### src/rtl/if_fetch_unit_pkg.sv
// Shared fetch-stage definitions: pipeline widths, reset constants and the
// {pc, inst} entry that moves between the skid buffer and the IF/ID register.
package if_fetch_unit_pkg;

  localparam int XLEN = 32;
  localparam int CNT_W_DEF = 32;
  localparam logic [XLEN-1:0] RESET_PC_DEF = '0;
  localparam logic [31:0] NOP_INST_DEF = 32'h0000_0013;

  typedef struct packed {
    logic [XLEN-1:0] pc;
    logic [31:0]     inst;
  } fetch_entry_t;

  function automatic logic [XLEN-1:0] seqPc(input logic [XLEN-1:0] pc);
    return pc + XLEN'(4);
  endfunction

endpackage

### src/rtl/fetch_skid_buf.sv
// One-entry skid buffer that parks a fetch response while IF/ID is held.
// A push into a full buffer without a simultaneous pop is dropped and flagged.
module fetch_skid_buf
  import if_fetch_unit_pkg::*;
(
  input  logic         clk,
  input  logic         rst,
  input  logic         push_i,
  input  logic         pop_i,
  input  logic         clear_i,
  input  fetch_entry_t din_i,
  output fetch_entry_t dout_o,
  output logic         full_o,
  output logic         ovf_o
);

  fetch_entry_t entry_q;
  logic         full_q;
  logic         ovf_q;

  // The overflow flag is sticky; only reset clears it, a flush does not.
  always_ff @(posedge clk) begin
    if (rst) begin
      entry_q <= '0;
      full_q  <= 1'b0;
      ovf_q   <= 1'b0;
    end else if (clear_i) begin
      full_q <= 1'b0;
    end else if (push_i) begin
      if (full_q && !pop_i) begin
        ovf_q <= 1'b1;
      end else begin
        entry_q <= din_i;
        full_q  <= 1'b1;
      end
    end else if (pop_i) begin
      full_q <= 1'b0;
    end
  end

  assign dout_o = entry_q;
  assign full_o = full_q;
  assign ovf_o  = ovf_q;

endmodule

### src/rtl/if_fetch_unit.sv
// IF stage: PC register, synchronous instruction memory request, and the
// IF/ID register with skid replay and wrong-path response dropping.
module if_fetch_unit
  import if_fetch_unit_pkg::*;
#(
  parameter logic [XLEN-1:0] RESET_PC = RESET_PC_DEF,
  parameter logic [31:0]     NOP_INST = NOP_INST_DEF,
  parameter int              CNT_W    = CNT_W_DEF
) (
  input  logic             clk,
  input  logic             rst,
  input  logic             PC_EN_IF,
  input  logic             reg_FD_EN,
  input  logic             reg_FD_stall,
  input  logic             reg_FD_flush,
  input  logic             Branch_ID,
  input  logic [XLEN-1:0]  PC_branch_ID,
  output logic             imem_en,
  output logic [XLEN-1:0]  imem_addr,
  input  logic [31:0]      imem_rdata,
  output logic [XLEN-1:0]  PC_IF,
  output logic [XLEN-1:0]  PC_ID,
  output logic [31:0]      inst_ID,
  output logic             valid_ID,
  output logic             skid_ovf,
  output logic [CNT_W-1:0] stall_cnt,
  output logic [CNT_W-1:0] flush_cnt
);

  logic [XLEN-1:0]  pc_q, pc_d;
  logic             req_v_q;
  logic [XLEN-1:0]  req_pc_q;
  logic [XLEN-1:0]  id_pc_q;
  logic [31:0]      id_inst_q;
  logic             id_valid_q;
  logic [CNT_W-1:0] stall_cnt_q;
  logic [CNT_W-1:0] flush_cnt_q;

  logic         issue, resp_v, hold;
  logic         skid_push, skid_pop, skid_full;
  fetch_entry_t resp_entry, skid_entry;

  function automatic logic [CNT_W-1:0] satInc(input logic [CNT_W-1:0] cnt);
    return (&cnt) ? cnt : cnt + CNT_W'(1);
  endfunction

  assign issue      = PC_EN_IF & ~Branch_ID & ~rst;
  assign resp_v     = req_v_q & ~reg_FD_flush;
  assign hold       = reg_FD_stall | ~reg_FD_EN;
  assign resp_entry = '{pc: req_pc_q, inst: imem_rdata};

  // Responses go to the skid when ID is held, or when ID is busy draining it.
  assign skid_push = resp_v & (hold | skid_full);
  assign skid_pop  = ~reg_FD_flush & ~hold & skid_full;

  always_comb begin
    pc_d = pc_q;
    if (Branch_ID) begin
      pc_d = PC_branch_ID;
    end else if (PC_EN_IF) begin
      pc_d = seqPc(pc_q);
    end
  end

  always_ff @(posedge clk) begin
    if (rst) begin
      pc_q     <= RESET_PC;
      req_v_q  <= 1'b0;
      req_pc_q <= '0;
    end else begin
      pc_q    <= pc_d;
      req_v_q <= issue;
      if (issue) begin
        req_pc_q <= pc_q;
      end
    end
  end

  // IF/ID register: flush beats hold, hold beats load; skid replays first.
  always_ff @(posedge clk) begin
    if (rst) begin
      id_pc_q     <= '0;
      id_inst_q   <= NOP_INST;
      id_valid_q  <= 1'b0;
      stall_cnt_q <= '0;
      flush_cnt_q <= '0;
    end else if (reg_FD_flush) begin
      id_inst_q   <= NOP_INST;
      id_valid_q  <= 1'b0;
      flush_cnt_q <= satInc(flush_cnt_q);
    end else if (hold) begin
      stall_cnt_q <= satInc(stall_cnt_q);
    end else if (skid_full) begin
      id_pc_q    <= skid_entry.pc;
      id_inst_q  <= skid_entry.inst;
      id_valid_q <= 1'b1;
    end else if (resp_v) begin
      id_pc_q    <= req_pc_q;
      id_inst_q  <= imem_rdata;
      id_valid_q <= 1'b1;
    end else begin
      id_inst_q  <= NOP_INST;
      id_valid_q <= 1'b0;
    end
  end

  fetch_skid_buf u_skid (
    .clk     (clk),
    .rst     (rst),
    .push_i  (skid_push),
    .pop_i   (skid_pop),
    .clear_i (reg_FD_flush),
    .din_i   (resp_entry),
    .dout_o  (skid_entry),
    .full_o  (skid_full),
    .ovf_o   (skid_ovf)
  );

  assign imem_en   = issue;
  assign imem_addr = pc_q;
  assign PC_IF     = pc_q;
  assign PC_ID     = id_pc_q;
  assign inst_ID   = id_inst_q;
  assign valid_ID  = id_valid_q;
  assign stall_cnt = stall_cnt_q;
  assign flush_cnt = flush_cnt_q;

endmodule

### config.mk
export PLATFORM = sky130hd
export DESIGN_NAME = if_fetch_unit
export DESIGN_NICKNAME = d
export VERILOG_FILES = /design/src/rtl/if_fetch_unit_pkg.sv /design/src/rtl/fetch_skid_buf.sv /design/src/rtl/if_fetch_unit.sv
export SDC_FILE = /design/constraint.sdc
export NUM_CORES = 1
export LEC_CHECK = 0
export CAP_MARGIN = 20
export CORE_AREA = 4 4 124 244
export CTS_CLUSTER_SIZE = 20
export DETAILED_ROUTE_END_ITERATION = 10
export DIE_AREA = 0 0 128 248
export GPL_TIMING_DRIVEN = 0
export PLACE_DENSITY_LB_ADDON = 0.05
export SLEW_MARGIN = 10
export SYNTH_ARGS = -nofsm -noshare
export SYNTH_HDL_FRONTEND = slang
export SYNTH_SLANG_ARGS = --single-unit
### constraint.sdc
create_clock -name clk -period 2.1 [get_ports clk]
set_input_delay 0.42 -clock clk [delete_from_list [all_inputs] [get_ports clk]]
set_output_delay 0.42 -clock clk [all_outputs]
set_load 0.02 [all_outputs]
==> metrics.txt <==
# TYPE chip_impl_metric gauge
chip_impl_info{name="status",value="completed"} 1
chip_impl_metric{name="dpl.hpwl",unit="mm"} 28.55
chip_impl_metric{name="post-place-cells",unit=""} 1965
chip_impl_metric{name="ys.warnings.count",unit=""} 0
chip_impl_metric{name="number_of_h_tree_levels",unit=""} 1
chip_impl_metric{name="fill_cells",unit=""} 2756
chip_impl_metric{name="fmax",unit="MHz"} 481.6
chip_impl_metric{name="setup.reg_to_reg.worst_slack",unit="ps"} 50
chip_impl_info{name="timing.setup.critical_path_class",value="input pin to register"} 1
chip_impl_metric{name="clk_latency",unit="ps"} 540
chip_impl_metric{name="layout-area-overhead-vs-synth",unit="%"} 39.55
chip_impl_metric{name="post-route-util",unit=""} 0.5520
chip_impl_metric{name="synth.avg_cell_area",unit="sq um"} 8.318
chip_impl_metric{name="drt-met1-wl",unit="mm"} 13.51
chip_impl_metric{name="final.setup.worst_slack",unit="ps"} 23.49
chip_impl_metric{name="worstHoldPathCells",unit=""} 3
chip_impl_metric{name="slew_viol_final",unit=""} 0
chip_impl_info{name="cts_tree",value="done"} 1
chip_impl_metric{name="cts_hold_buf",unit=""} 0
chip_impl_metric{name="syn-num-nets",unit=""} 1420
chip_impl_info{name="rsz0062_at_grt",value="yes"} 1
chip_impl_info{name="rr_startpoint",value="stall_cnt[10]"} 1
chip_impl_metric{name="vias",unit=""} 10840
chip_impl_metric{name="grt_max_degree",unit=""} 17
chip_impl_metric{name="grt_overflow",unit=""} 0
chip_impl_metric{name="standard_cell_rows",unit=""} 87
chip_impl_metric{name="critical-path-max-stage-delay",unit="ps"} 420
chip_impl_metric{name="crit_path_max_fanout",unit=""} 10
chip_impl_metric{name="die_area",unit="sq mm"} 0.03174
chip_impl_metric{name="synthesis.instances",unit=""} 1346
chip_impl_info{name="holdCritStartpoint",value="rst"} 1
chip_impl_info{name="critPathTopFamily",value="simple AND/OR/NAND/NOR gates"} 1
chip_impl_metric{name="pre_cts_slack",unit="ps"} -1159
chip_impl_metric{name="cts.sinks",unit=""} 260
chip_impl_metric{name="timing_hold_violations_final",unit=""} 0
chip_impl_metric{name="wire_per_inst",unit="um"} 18.68
chip_impl_metric{name="vias_per_cell",unit=""} 5.321
chip_impl_metric{name="die_y",unit="um"} 248
chip_impl_info{name="timing.critical_path.to_type",value="register"} 1
chip_impl_metric{name="drt_wl_total",unit="mm"} 38.06
chip_impl_info{name="r2r_end",value="stall_cnt[24]"} 1
chip_impl_metric{name="cp_data_required_time",unit="ps"} 2550
chip_impl_metric{name="coreArea",unit="sq mm"} 0.02830
chip_impl_metric{name="fin_cells",unit=""} 2037
chip_impl_metric{name="finalCritPeriodShare",unit=""} 0.9888
chip_impl_metric{name="post_route_setup_tns",unit="ps"} 0
chip_impl_info{name="path_cells",value="clkdlybuf4s50_1 > nor2b_1 > clkbuf_2 > nor2_1 > nand4b_1 > buf_4 > or3_1 > a21oi_1"} 1
chip_impl_info{name="clock_tree.root_cell",value="sky130_fd_sc_hd__clkbuf_16"} 1
chip_impl_metric{name="yosys_register_bits",unit=""} 260
chip_impl_info{name="critical-path-slowest-cell",value="sky130_fd_sc_hd__clkdlybuf4s50_1"} 1
chip_impl_metric{name="path_clk_slew",unit="ps"} 70
chip_impl_metric{name="max-vdd-ir-drop",unit="V"} 0.0005449
chip_impl_metric{name="firstDrtPassIters",unit=""} 5
chip_impl_metric{name="pin_count",unit=""} 266
chip_impl_metric{name="finalClockSkew",unit="ps"} 12.61
chip_impl_metric{name="grt_first_pass_wirelength",unit="mm"} 58.62
chip_impl_info{name="worstHoldPathType",value="input pin to register"} 1
chip_impl_metric{name="antenna_violations_before_repair",unit=""} 1
chip_impl_metric{name="mappedNetlistArea",unit="sq mm"} 0.01120
chip_impl_metric{name="floorplan.initialDensity",unit=""} 0.3956
chip_impl_metric{name="max_slew_headroom_at_the_worst_pin",unit=""} 0.4731
chip_impl_metric{name="gpl.final_weighted_congestion",unit=""} 0.8627
chip_impl_metric{name="synth_async_sr_flop_share",unit=""} 0
chip_impl_info{name="critical_path.startpoint",value="reg_FD_EN"} 1
chip_impl_metric{name="total_clock_buffers_created_by_cts",unit=""} 25
chip_impl_metric{name="grtUsageTotal",unit=""} 0.2313
chip_impl_metric{name="final.min_clock_period",unit="ps"} 2077
chip_impl_metric{name="ff2ff_path_depth",unit=""} 6
chip_impl_metric{name="timing.critical_path.depth",unit=""} 8
chip_impl_metric{name="starting_drc_count_in_detailed_routing",unit=""} 378
chip_impl_metric{name="unique_masters_post_synth",unit=""} 51
chip_impl_metric{name="place.port_buffers",unit=""} 263
chip_impl_metric{name="max_slew.worst_pin.slew",unit="ps"} 790.4
chip_impl_metric{name="power.static_leakage",unit="nW"} 5.650
chip_impl_metric{name="drt.antenna.violating_nets",unit=""} 0
chip_impl_metric{name="cts.path.max_buffers",unit=""} 3
chip_impl_info{name="start_kind",value="input pin"} 1
chip_impl_metric{name="critical_path.n_buffers_inverters",unit=""} 3
chip_impl_metric{name="report.final.setup_viol",unit=""} 0
chip_impl_metric{name="die_width",unit="um"} 128
chip_impl_metric{name="worst_ep_arrival_time",unit="ps"} 2520
chip_impl_metric{name="layout-drive-gt1-share",unit=""} 0.1280
chip_impl_metric{name="dr_wl_met2",unit="mm"} 21.37
chip_impl_info{name="hold_worst_path_end",value="stall_cnt[28]"} 1
chip_impl_metric{name="nNetsFinal",unit=""} 1736
chip_impl_metric{name="dr_wl_met3",unit="mm"} 1.686
chip_impl_metric{name="synth.yosys.seq_area_share",unit=""} 0.4649
chip_impl_info{name="postSynth.topFlopCell",value="sky130_fd_sc_hd__dfxtp_1"} 1
chip_impl_metric{name="synth-edff-count",unit=""} 0
chip_impl_metric{name="power-per-cell-area",unit="mW/mm^2"} 691.1
chip_impl_metric{name="first_global_vias",unit=""} 10890
chip_impl_metric{name="remaining_drc_errors",unit=""} 0
chip_impl_metric{name="drv_cap",unit=""} 0
chip_impl_info{name="route.top_layer_used",value="met4"} 1
timing repair:
action                     in CTS  in global routing
pin swaps                       9                 14
setup endpoints to repair     252                177
hold endpoints to repair        0                  0
resized for setup              97                 69
gates cloned                    0                  1
buffers inserted               16                 13
metal layers:
layer | vias up | GRT usage
met4 | 0 | 0.09656
met5 | - | 0
met1 | 5156 | 0.2337
met2 | 277 | 0.4571
li1 | 5329 | -
met3 | 77 | 0.03683
worst register-to-register path: stages (launching register included):
cell and delay (ps):
sky130_fd_sc_hd__dfxtp_1 420, sky130_fd_sc_hd__nand4_1 210, sky130_fd_sc_hd__or2_1 350, sky130_fd_sc_hd__nand4b_1 290, sky130_fd_sc_hd__buf_4 210, sky130_fd_sc_hd__or3_1 340, sky130_fd_sc_hd__a21oi_1 150
cell usage after synthesis (3+ instances only):
cell type | number | area, sq um
sky130_fd_sc_hd__buf_4 | 32 | 240.2
sky130_fd_sc_hd__mux2i_1 | 39 | 390.4
sky130_fd_sc_hd__a221oi_1 | 29 | 254.0
sky130_fd_sc_hd__a31oi_1 | 7 | 43.79
sky130_fd_sc_hd__or2_2 | 3 | 18.77
sky130_fd_sc_hd__or4_1 | 3 | 22.52
sky130_fd_sc_hd__inv_1 | 14 | 52.55
sky130_fd_sc_hd__nor2b_1 | 8 | 50.05
sky130_fd_sc_hd__and2_1 | 5 | 31.28
sky130_fd_sc_hd__nor2_1 | 143 | 536.8
sky130_fd_sc_hd__ha_1 | 3 | 37.54
sky130_fd_sc_hd__nand4_2 | 3 | 37.54
sky130_fd_sc_hd__nand3_1 | 35 | 175.2
sky130_fd_sc_hd__a21oi_1 | 138 | 690.7
sky130_fd_sc_hd__xnor2_1 | 28 | 245.2
sky130_fd_sc_hd__nand4_1 | 30 | 187.7
sky130_fd_sc_hd__nand2_1 | 229 | 859.6
sky130_fd_sc_hd__clkbuf_1 | 75 | 281.5
sky130_fd_sc_hd__nor3_1 | 36 | 180.2
sky130_fd_sc_hd__o21ai_0 | 25 | 125.1
sky130_fd_sc_hd__buf_1 | 8 | 30.03
sky130_fd_sc_hd__dfxtp_1 | 260 | 5205
sky130_fd_sc_hd__or3_1 | 31 | 193.9
sky130_fd_sc_hd__nor4_1 | 4 | 25.02
sky130_fd_sc_hd__o31ai_1 | 3 | 22.52
sky130_fd_sc_hd__and4_1 | 10 | 87.58
sky130_fd_sc_hd__and3_1 | 11 | 68.82
sky130_fd_sc_hd__a211oi_1 | 65 | 488.0
sky130_fd_sc_hd__buf_2 | 6 | 30.03
sky130_fd_sc_hd__xor2_1 | 24 | 210.2
sky130_fd_sc_hd__o21ai_1 | 7 | 35.03
sky130_fd_sc_hd__nand4b_1 | 3 | 26.28
sky130_fd_sc_hd__o221ai_1 | 3 | 26.28
logic make-up (layout without fill, tap and decap cells):
group | after synthesis | in the layout | synth area share
fa+ha+maj | 3 | 3 | 0.003353
buf+inv | 138 | 472 | 0.05912
other cells | 0 | 1 | 0
flops | 260 | 260 | 0.4649
xor+xnor | 52 | 52 | 0.04068
simple gates | 565 | 565 | 0.2348
compound gates | 284 | 284 | 0.1569
mux | 44 | 44 | 0.04023
how the worst max path moves through the flow:
stage | slack (ps) | endpoint
after CTS | 0.7 | imem_addr[8]
after global placement | -1190 | inst_ID[26]
final | 20 | stall_cnt[24]
after global routing | -120 | u_skid.dout_o[56]
after floorplan | 0.2 | stall_cnt[1]
after detailed placement | -1160 | inst_ID[26]
metrics by stage:
| step | total power, W | instance area, sq um | hold WS (ps) |
|---|---|---|---|
| finish | 0.01080 | 15620 | 329.7 |
| global route | 0.01116 | 15620 | 354.5 |
| CTS | 0.01090 | 15330 | 335.8 |
| detailed placement | 0.006404 | 14280 | 446.3 |
| global placement | 0.006399 | 14280 | 441.6 |
| floorplan | 0.005811 | 11200 | 436.0 |
cell usage in the layout (no fill, tap or decap), types with 10 or more instances in the layout:
cell type                         instances
sky130_fd_sc_hd__nand2_1                228
sky130_fd_sc_hd__clkdlybuf4s50_1        220
sky130_fd_sc_hd__dfxtp_1                211
sky130_fd_sc_hd__nor2_1                 141
sky130_fd_sc_hd__a21oi_1                137
sky130_fd_sc_hd__a211oi_1                64
sky130_fd_sc_hd__buf_4                   61
sky130_fd_sc_hd__clkbuf_1                60
sky130_fd_sc_hd__dfxtp_2                 42
sky130_fd_sc_hd__mux2i_1                 39
sky130_fd_sc_hd__nand3_1                 35
sky130_fd_sc_hd__nor3_1                  34
sky130_fd_sc_hd__nand4_1                 30
sky130_fd_sc_hd__or3_1                   30
sky130_fd_sc_hd__xnor2_1                 28
sky130_fd_sc_hd__clkbuf_16               26
sky130_fd_sc_hd__o21ai_0                 25
sky130_fd_sc_hd__xor2_1                  24
sky130_fd_sc_hd__dlygate4sd2_1           24
sky130_fd_sc_hd__a221oi_1                23
sky130_fd_sc_hd__dlymetal6s2s_1          18
sky130_fd_sc_hd__clkbuf_2                15
sky130_fd_sc_hd__inv_1                   13
sky130_fd_sc_hd__and3_1                  11
sky130_fd_sc_hd__and4_1                  10
where the power goes:
| part | internal, W | switching, W |
|---|---|---|
| Sequential | 0.00505 | 0.000161 |
| Clock | 0.00253 | 0.00197 |
| Combinational | 0.000500 | 0.000592 |
| Total | 0.00808 | 0.00272 |
area by class of cell:
type / count / area (sq um) / share of cell area
Tap cell: 356 / 445.4 / 0.02851
Inverter: 14 / 52.55 / 0.003364
Antenna cell: 1 / 2.502 / 0.0001602
Multi-Input combinational cell: 948 / 5500 / 0.3520
Clock buffer: 38 / 734.5 / 0.04701
Timing Repair Buffer: 293 / 2904 / 0.1859
Buffer: 120 / 636.9 / 0.04076
Clock inverter: 7 / 63.81 / 0.004084
Sequential cell: 260 / 5284 / 0.3382
sequential cells by signal, summed over array words and instances, names as in the netlist:
register	count
flush_cnt	32
u_skid.dout_o	64
inst_ID	32
PC_ID	32
req_pc_q	32
req_v_q	1
PC_IF	32
stall_cnt	32
u_skid.ovf_o	1
u_skid.full_o	1
valid_ID	1
Power figures use the tool's default switching activity.
